## src/rtl/uart_rx_fifo_ctrl_pkg.sv

```systemverilog
// uart_pkg: shared constants for the UART RX FIFO controller.
//   - register select values for the two-register bus window
//   - CTRL / DATA bit positions
//   - capture FSM state encoding
package uart_pkg;

   localparam logic SEL_DATA = 1'b0;
   localparam logic SEL_CTRL = 1'b1;

   localparam int CTRL_THR_LSB = 8;
   localparam int CTRL_IRQ_EN  = 16;
   localparam int CTRL_FLUSH   = 17;
   localparam int CTRL_OVF_CLR = 18;

   localparam int DATA_NONEMPTY = 31;
   localparam int DATA_OVF      = 30;

   localparam logic [1:0] S_IDLE = 2'd0;
   localparam logic [1:0] S_ACK  = 2'd1;
   localparam logic [1:0] S_WAIT = 2'd2;

endpackage

```

## src/rtl/uart_rx_fifo_ctrl_sync_fifo.sv

```systemverilog
// sync_fifo: single-clock FIFO with flush.
//   clk, rst_n : clock, async active-low reset
//   push, din  : write request and data (accepted when not full, or when a
//                pop is accepted in the same cycle)
//   pop        : read request (ignored when empty)
//   flush      : empties the FIFO; overrides push and pop
//   dout       : entry at the head (undefined content when empty)
//   count      : occupancy 0..DEPTH
//   full/empty : occupancy flags
module sync_fifo #(
   parameter int WIDTH = 8,
   parameter int DEPTH = 16
) (
   input  logic                       clk,
   input  logic                       rst_n,
   input  logic                       push,
   input  logic                       pop,
   input  logic                       flush,
   input  logic [WIDTH-1:0]           din,
   output logic [WIDTH-1:0]           dout,
   output logic [$clog2(DEPTH):0]     count,
   output logic                       full,
   output logic                       empty
);

   localparam int AW = $clog2(DEPTH);
   localparam int CW = AW + 1;

   logic [WIDTH-1:0] mem_q [DEPTH];
   logic [AW-1:0]    head_q, tail_q;
   logic [CW-1:0]    count_q;
   logic             push_ok, pop_ok;

   assign empty   = (count_q == '0);
   assign full    = (count_q == CW'(DEPTH));
   assign pop_ok  = pop && !empty;
   // A pop in the same cycle frees the slot, so a full FIFO still accepts.
   assign push_ok = push && (!full || pop_ok);
   assign dout    = mem_q[head_q];
   assign count   = count_q;

   // Pointers wrap naturally because DEPTH is a power of two.
   always_ff @(posedge clk or negedge rst_n) begin
      if (!rst_n) begin
         head_q  <= '0;
         tail_q  <= '0;
         count_q <= '0;
      end else if (flush) begin
         head_q  <= '0;
         tail_q  <= '0;
         count_q <= '0;
      end else begin
         if (push_ok) tail_q <= tail_q + AW'(1);
         if (pop_ok)  head_q <= head_q + AW'(1);
         case ({push_ok, pop_ok})
            2'b10:   count_q <= count_q + CW'(1);
            2'b01:   count_q <= count_q - CW'(1);
            default: count_q <= count_q;
         endcase
      end
   end

   always_ff @(posedge clk) begin
      if (push_ok && !flush) mem_q[tail_q] <= din;
   end

endmodule

```

## src/rtl/uart_rx_fifo_ctrl.sv

```systemverilog
// uart_rx_fifo_ctrl: captures bytes from a UART receiver into a FIFO and
// exposes them through a two-register bus window.
//   clk, rst_n        : clock, async active-low reset
//   rx_dv, rx_byte    : receiver byte valid (held until acknowledged) / data
//   rx_next           : one-cycle acknowledge back to the receiver
//   mem_sel           : 0 = DATA, 1 = CTRL
//   mem_wen, mem_wdata: one-cycle write strobe and data
//   mem_rdata         : combinational read data for the selected register
//   irq               : registered threshold interrupt
module uart_rx_fifo_ctrl
   import uart_pkg::*;
#(
   parameter int DEPTH  = 16,
   parameter int ADDR_W = 4
) (
   input  logic        clk,
   input  logic        rst_n,
   input  logic        rx_dv,
   input  logic [7:0]  rx_byte,
   output logic        rx_next,
   input  logic        mem_sel,
   input  logic        mem_wen,
   input  logic [31:0] mem_wdata,
   output logic [31:0] mem_rdata,
   output logic        irq
);

   localparam int COUNT_W = ADDR_W + 1;

   logic [1:0]         state_q, state_d;
   logic               ovf_q, ovf_d;
   logic               irq_en_q, irq_en_d;
   logic [COUNT_W-1:0] thr_q, thr_d;
   logic               irq_q, irq_d;

   logic               push, pop, pop_ok, flush, ovf_clr, ovf_set, ctrl_wr;
   logic [7:0]         dout;
   logic [COUNT_W-1:0] count;
   logic               full, empty;
   logic               unused_wdata;

   assign unused_wdata = ^mem_wdata;

   // Capture FSM: push once on entry, acknowledge, then wait for the
   // receiver to drop rx_dv so a held byte is never captured twice.
   always_comb begin
      state_d = state_q;
      push    = 1'b0;
      case (state_q)
         S_IDLE: if (rx_dv) begin
            push    = 1'b1;
            state_d = S_ACK;
         end
         S_ACK:  state_d = S_WAIT;
         S_WAIT: if (!rx_dv) state_d = S_IDLE;
         default: state_d = S_IDLE;
      endcase
   end

   assign rx_next = (state_q == S_ACK);

   assign ctrl_wr = mem_wen && (mem_sel == SEL_CTRL);
   assign pop     = mem_wen && (mem_sel == SEL_DATA) && mem_wdata[DATA_NONEMPTY];
   assign flush   = ctrl_wr && mem_wdata[CTRL_FLUSH];
   assign ovf_clr = ctrl_wr && mem_wdata[CTRL_OVF_CLR];
   assign pop_ok  = pop && !empty;
   // A byte discarded by a flush is not an overflow.
   assign ovf_set = push && full && !pop_ok && !flush;

   assign ovf_d    = ovf_set ? 1'b1 : (ovf_clr ? 1'b0 : ovf_q);
   assign thr_d    = ctrl_wr ? mem_wdata[CTRL_THR_LSB +: COUNT_W] : thr_q;
   assign irq_en_d = ctrl_wr ? mem_wdata[CTRL_IRQ_EN] : irq_en_q;
   // Uses the pre-update count, so irq trails count changes by one cycle.
   assign irq_d    = irq_en_q && (thr_q != '0) && (count >= thr_q);

   always_ff @(posedge clk or negedge rst_n) begin
      if (!rst_n) begin
         state_q  <= S_IDLE;
         ovf_q    <= 1'b0;
         irq_en_q <= 1'b0;
         thr_q    <= COUNT_W'(1);
         irq_q    <= 1'b0;
      end else begin
         state_q  <= state_d;
         ovf_q    <= ovf_d;
         irq_en_q <= irq_en_d;
         thr_q    <= thr_d;
         irq_q    <= irq_d;
      end
   end

   assign irq = irq_q;

   sync_fifo #(.WIDTH(8), .DEPTH(DEPTH)) u_fifo (
      .clk   (clk),
      .rst_n (rst_n),
      .push  (push),
      .pop   (pop),
      .flush (flush),
      .din   (rx_byte),
      .dout  (dout),
      .count (count),
      .full  (full),
      .empty (empty)
   );

   always_comb begin
      mem_rdata = '0;
      if (mem_sel == SEL_DATA) begin
         mem_rdata[DATA_NONEMPTY] = !empty;
         mem_rdata[DATA_OVF]      = ovf_q;
         mem_rdata[7:0]           = empty ? 8'h00 : dout;
      end else begin
         mem_rdata[COUNT_W-1:0]              = count;
         mem_rdata[CTRL_THR_LSB +: COUNT_W]  = thr_q;
         mem_rdata[CTRL_IRQ_EN]              = irq_en_q;
      end
   end

endmodule

```

## config.mk

```make
export PLATFORM = sky130hd
export DESIGN_NAME = uart_rx_fifo_ctrl
export DESIGN_NICKNAME = d
export VERILOG_FILES = /design/src/rtl/uart_rx_fifo_ctrl_pkg.sv /design/src/rtl/uart_rx_fifo_ctrl_sync_fifo.sv /design/src/rtl/uart_rx_fifo_ctrl.sv
export SDC_FILE = /design/constraint.sdc
export NUM_CORES = 1
export LEC_CHECK = 0
export ABC_CLOCK_PERIOD_IN_PS = 3300
export BUFFER_PORTS_ARGS = -buffer_cell sky130_fd_sc_hd__buf_4
export CORE_MARGIN = 4
export CORE_UTILIZATION = 58
export DETAILED_ROUTE_END_ITERATION = 8
export PLACE_DENSITY = 0.87
export SLEW_MARGIN = 20
export SYNTH_ARGS = -nofsm -noshare
export SYNTH_HDL_FRONTEND = slang
export SYNTH_SLANG_ARGS = --single-unit
export TNS_END_PERCENT = 5
```

## constraint.sdc

```tcl
create_clock -name clk -period 3.3 [get_ports clk]
set_input_delay 0.66 -clock clk [delete_from_list [all_inputs] [get_ports clk]]
set_output_delay 0.66 -clock clk [all_outputs]
set_load 0.01 [all_outputs]
```

### Word level (Yosys, flattened, before mapping)

Memory sizes are Yosys's and may differ from the RTL's.
Cells that the tools add are included.
Widths: inputs -> output; s select.

| word-level totals | value |
|---|---|
| logic and storage cells | 69 |
| input port bits | 45 |
| memories kept | 1 |
| output and inout port bits | 34 |
| bits in latches | 0 |
| memory bits (writable) | 128 |
| register bits | 23 |
| ROM bits | 0 |

Memory list:

| memory | words | width | read ports | clocked after Yosys merged registers in | write ports | RTL line | RTL |
|---|---|---|---|---|---|---|---|
| u_fifo.mem_q | 16 | 8 | 1 | 0 | 1 | uart_rx_fifo_ctrl_sync_fifo.sv:29 | `logic [WIDTH-1:0] mem_q [DEPTH];` |

| cells by class | value |
|---|---|
| multipliers | 0 |
| divide/modulo/power cells | 0 |
| shift operators | 0 |
| mux-type cells | 21 |
| reduce and logical (&&, ||, !) cells | 26 |
| $add $sub $neg | 4 |
| bitwise gates (word level) | 1 |
| equal/unequal tests | 7 |
| order comparisons | 1 |

Operators with widths:

| operator | number |
|---|---|
| $mux 4 | 4 |
| $mux 5 | 3 |
| $logic_and 1x1->1 | 13 |
| $pmux 5 s2 | 1 |
| $add 4x1->4 const B | 2 |
| $mux 8 | 1 |
| $mux 1 | 7 |
| $mux 2 | 3 |
| $pmux 2 s3 | 1 |
| $reduce_bool 2->1 | 3 |
| $add 5x1->5 const B | 1 |
| $eq 5x5->1 const B | 1 |
| $ge 5x5->1 | 1 |
| $logic_not 5->1 | 1 |
| $reduce_bool 5->1 | 1 |
| $sub 5x1->5 const B | 1 |
| $eq 2x1->1 const B | 2 |
| $eq 2x2->1 const B | 2 |
| $logic_not 1->1 | 4 |
| $ne 2x2->1 const B | 2 |
| $mux 3 | 1 |
| $reduce_bool 3->1 | 1 |
| $logic_not 2->1 | 1 |
| $reduce_and 2->1 | 1 |
| 2 further kinds | 2 |

### Logic depth before layout (Yosys ltp)

| logic depth | value |
|---|---|
| word-level depth | 9 |
| depth in mapped cells | 11 |
| gate-level depth less buffers | 10 |

### By module

Synthesis repeated with hierarchy kept, for this count alone.

| unflattened totals | value |
|---|---|
| cells, all modules | 378 |
| area, all modules | 6581.3 um^2 |

Modules (own cells, without submodules):

| module | sequential area each (um^2) | instances | cells an instance | area an instance (um^2) |
|---|---|---|---|---|
| sync_fifo | 4169.0 | 1 | 291 | 5791.8 |
| uart_rx_fifo_ctrl | 251.5 | 1 | 87 | 789.5 |

### Least setup slack after synthesis

Ideal clock, no wire load.

| timing path | value |
|---|---|
| kind | input port to flip-flop |
| from | input mem_sel |
| to | memory u_fifo.mem_q[4][0], enable pin |
| setup time | 383 ps |
| arrival | 2255 ps |
| data required time | 2917 ps |
| cell stages on the path | 6 |
| slack | 661 ps |
| buffers on the path | 1 |
| path through | clkbuf_1 -> nand3b_1 -> nand3_1 -> nor3b_2 -> nand2_1 -> nor3_1 |

| on the way | value |
|---|---|
| cells in the longest elaborated chain, start to end | 9 |
| elaborated cells between the ends (all ways) | 12 |
| those cells by class | mux (2); bitwise (1); reduce/logical (9) |

Ends and longest elaborated chain:

| what | RTL line | RTL |
|---|---|---|
| from (decl) | uart_rx_fifo_ctrl.sv:21 | `input logic mem_sel,` |
| $not 1->1 | -- |  |
| $logic_and 1x1->1 (2 in series) | uart_rx_fifo_ctrl.sv:63 | `assign pop = mem_wen && (mem_sel == SEL_DATA) && mem_wdata[DATA_NONEMPTY];` |
| $logic_and 1x1->1 | uart_rx_fifo_ctrl_sync_fifo.sv:36 | `assign pop_ok = pop && !empty;` |
| $logic_or 1x1->1 | uart_rx_fifo_ctrl_sync_fifo.sv:38 | `assign push_ok = push && (!full \|\| pop_ok);` |
| $logic_and 1x1->1 | uart_rx_fifo_ctrl_sync_fifo.sv:38 |  |
| $logic_and 1x1->1 * | uart_rx_fifo_ctrl_sync_fifo.sv:64 | `if (push_ok && !flush) mem_q[tail_q] <= din;` |
| $mux 1 * | uart_rx_fifo_ctrl_sync_fifo.sv:64 |  |
| $mux 1 (not written as such) * | uart_rx_fifo_ctrl_sync_fifo.sv:64 |  |
| to (decl) | uart_rx_fifo_ctrl_sync_fifo.sv:29 |  |

Mark *: on every way between the ends. The rest lies on a longest branch, timed or not.

### Worst setup path in the final report

| timing path | value |
|---|---|
| from | register u_fifo.head_q[1] |
| to | output mem_rdata[4] |

| on the way | value |
|---|---|
| cells in the longest elaborated chain, start to end | 3 |

Ends and longest elaborated chain:

| what | RTL line | RTL |
|---|---|---|
| from (decl) | uart_rx_fifo_ctrl_sync_fifo.sv:30 | `logic [AW-1:0] head_q, tail_q;` |
| from (signal assigned) | uart_rx_fifo_ctrl_sync_fifo.sv:54 | `if (pop_ok) head_q <= head_q + AW'(1);` |
| $mem_v2 16x8 | -- |  |
| $mux 8 | uart_rx_fifo_ctrl.sv:112 | `mem_rdata[7:0] = empty ? 8'h00 : dout;` |
| $mux 5 | uart_rx_fifo_ctrl.sv:109 | `if (mem_sel == SEL_DATA) begin` |
| to (decl) | uart_rx_fifo_ctrl.sv:24 | `output logic [31:0] mem_rdata,` |

No other way between the ends.

==> run_results.csv <==
group,metric,value,unit
yosys,synth_edf_count,128,
cells_and_area,n_fill_cell,656,
timing,period_minus_slack,3.19,ns
worst_setup_path,cpMostUsedCell,"mux4_2",
pwr,p_leak,2.77,nW
timing,worst_slack,0.110,ns
timing,finalCritPeriodShare,96.7,%
pwr,share_seq_of_total_power,41.1,%
global_routing,grt_overflow_total,0,
cells_and_area,antennaDiodeCount,0,
detailed_routing,dr.pass1.iters,5,
yosys,ys_ff_latch,151,
detailed_routing,wl_per_cell,23.3,µm
worst_setup_path,cp_top_family,"multiplexers",
worst_setup_path,cp-start-kind,"register",
floorplanning,rows,38,
cells_and_area,drive_above_1_share,31.4,%
pwr,vdd_drop_max,462,µV
worst_setup_path,critPathKind,"reg2out",
timing,finalHoldViolCount,0,
floorplanning,die_w,115,µm
cts,cts_tree,"done",
timing,slew_headroom,53.0,%
worst_setup_path,cpPeakStageDelay,0.61,ns
detailed_routing,drc,0,
cts,holdBufCountCts,0,
yosys,synth-compound-area-share,3.72,%
yosys,yosysUniqueCellTypes,48,
cts,cts_sinks,151,
worst_setup_path,cp_num_buf_inv,2,
cts,clkTransAtPathRegs,0.06,ns
timing,setup_violations,0,
yosys,synth_top_family_by_area,"multiplexers",
worst_setup_path,path_cells,"buf_12, mux4_2, mux4_2, o21a_1, buf_4",
detailed_routing,via_per_inst,6.11,
cts,clk_latency,0.42,ns
timing,max_freq,0.313,GHz
yosys,yosys.area_share.simple,6.68,%
floorplanning,ios,79,
global_routing,grt_start_max_net_pins,36,
yosys,syn_avg_cell_area,17.0,µm²
yosys,synthesis.area,0.00660,mm²
yosys,synthArstFlopShare,15.2,%
global_routing,grt_pass1_vias,3706,
cells_and_area,regArea,0.00442,mm²
worst_setup_path,required,2.64,ns
timing,maxSlewViolCount,0,
floorplanning,die_height,115,µm
yosys,synth_xor_area_share,1.31,%
cells_and_area,nets,499,
detailed_routing,num_vias,3634,
yosys,ys_seq_area_share,67.0,%
global_routing,grt_pass1_wl,21400,µm
place,place_congestion,0.906,
global_routing,antenna_found_initial,0,
cts,post_cts_buffers,0,
yosys,synth_mux_area_share,14.6,%
timing,timing.hold.ws,0.132,ns
cts,cts_buffers,17,
worst_setup_path,crit_arrival,2.53,ns
worst_setup_path,critPathSlowestCell,"dfrtp_1",
pwr,internal-power,4.14,mW
yosys,synthCells,387,
cts,cts_root_buf,"clkbuf_16",
place,hpwlAfterDp,8380,µm
pwr,clockPowerShare,32.6,%
cells_and_area,final_core_util,69.9,%
cells_and_area,multi_input_comb_area,0.00195,mm²
floorplanning,core_area,0.0110,mm²
yosys,synth-adder-area-share,2.28,%
cells_and_area,syn2layout_area_growth,16.4,%
pwr,p_per_area,771,mW/mm²
timing,tns,0,ns
job,maxCapViolCount,0,
timing,worst_slew_pin_slew,0.705,ns
yosys,dominantRegCellSynth,"edfxtp_1",
pwr,pwr-share-comb,26.3,%
worst_setup_path,crit_path_end_kind,"output pin",
place,io_buffers,39,
detailed_routing,drt_iter0_drc,379,
detailed_routing,totalWireLength,13900,µm
worst_setup_path,cp_max_fo,28,
cts,htree_levels,4,
timing,skew,0.00703,ns
pwr,p_switching,1.77,mW
pwr,swShare,30.0,%
place,dpl_worst_slack,0.355,ns
timing,grt_setup_unrepaired,"false",
detailed_routing,antenna_left,0,
run_status,status,"completed",
yosys,yosysWarnings,0,
floorplanning,die-area,0.0131,mm²
global_routing,grt_use_total,22.4,%
cts,clock_path_buffers,2,
worst_hold_path,min_path_type,"in2async",
floorplanning,initial_core_util,60.0,%
-- state kept, by name (all words and copies together), names as in the netlist --
name	flops
irq_en_q	1
state_q	2
thr_q	5
u_fifo.head_q	4
u_fifo.mem_q	128
u_fifo.tail_q	4
ovf_q	1
u_fifo.count	5
irq	1
-- cell families (layout without fill, tap and decap cells) --
logic type / after synthesis / in the layout
buffers and inverters: 51 / 104
xor gates and xnor gates: 9 / 9
DFF: 151 / 151
other: 1 / 16
and+or+nand+nor: 79 / 79
AOI/OAI and AO/OA: 34 / 34
muxes: 50 / 50
adders and majority gates: 12 / 12
-- power groups by stage --
stage               Clock (mW)  Combinational (mW)  Sequential (mW)
CTS                       1.94                1.52             2.42
finish                    1.93                1.56             2.43
floorplan                    0                1.16             2.35
global placement             0                1.43             2.43
detailed placement           0                1.49             2.45
global route              2.02                1.69             2.45
-- layout by cell type (no fill, tap or decap), types with 5 or more instances in the layout --
master / synthesis / routed
a21oi_1: 11 / 11
and2_1: 13 / 13
buf_4: 18 / 55
clkbuf_16: 0 / 18
conb_1: 1 / 16
dfrtp_1: 22 / 21
edfxtp_1: 128 / 128
ha_1: 12 / 12
inv_1: 13 / 13
inv_6: 0 / 5
mux2_2: 7 / 7
mux2i_1: 7 / 7
mux4_2: 36 / 36
nand2_1: 10 / 10
nor2_1: 20 / 20
nor2b_1: 6 / 6
nor3_1: 8 / 8
-- final cells by class --
type                    count  share of cell area (%)
repair buffers             58                    6.22
flip-flops and latches    151                    57.6
inverters                  14                   0.847
multi-input cells         200                    25.4
well taps                 140                    2.28
clock buffers              17                    5.54
clock inverters            15                    2.17
-- per-stage QoR --
step / instances / power [mW] / cell area [µm²]
after detailed placement: 562 / 3.94 / 7060
after floorplan: 402 / 3.51 / 6650
after global placement: 562 / 3.86 / 7060
after global routing: 595 / 6.17 / 7680
after CTS: 594 / 5.89 / 7650
final: 595 / 5.92 / 7680
-- layer usage --
layer  GRT usage (%)  part of all wire [%]  vias up
li1                -                     -     1568
met1            28.7                    38     1848
met2            38.3                    52      188
met3            4.49                   7.8       30
met4            7.60                   2.2        0
met5               0                     0        -
-- Yosys cell counts, drive strengths merged (3+ instances only) --
| cell type | count | area, µm² |
|---|---|---|
| buf | 23 | 171 |
| nand2 | 10 | 37.5 |
| and2 | 13 | 81.3 |
| dfrtp | 22 | 551 |
| clkbuf | 14 | 52.6 |
| o21ai | 3 | 15.0 |
| mux2i | 7 | 70.1 |
| xnor2 | 5 | 51.3 |
| a31oi | 3 | 18.8 |
| mux2 | 7 | 78.8 |
| a211oi | 5 | 37.5 |
| nand2b | 4 | 25.0 |
| a22o | 4 | 35.0 |
| edfxtp | 128 | 3840 |
| nor2b | 6 | 37.5 |
| inv | 13 | 48.8 |
| nor2 | 20 | 75.1 |
| mux4 | 36 | 811 |
| ha | 12 | 150 |
| nand3 | 4 | 20.0 |
| a21oi | 11 | 55.1 |
| xor2 | 4 | 35.0 |
| nor3 | 9 | 50.1 |
-- final timing paths --
kind                                        from               to  slack, ns  cells after the start
worst max-delay path            u_fifo.head_q[1]     mem_rdata[4]       0.11                      5
worst min-delay path                       rst_n         thr_q[2]       0.13                      1
worst max register to register   u_fifo.count[1]  u_fifo.count[4]       0.49                      9
worst min register to register             ovf_q            ovf_q       0.49                      2
max in group asynchronous                  rst_n         thr_q[0]       2.88                      1
min in group clk                   mem_wdata[12]         thr_q[4]       0.47                      2
-- repair_timing --
item / 4_1_cts / 5_1_grt
setup endpoints to repair: 0 / 2
endpoints found under the hold margin: 0 / 0
gates resized for setup: 0 / 1
Power figures use the tool's default switching activity.
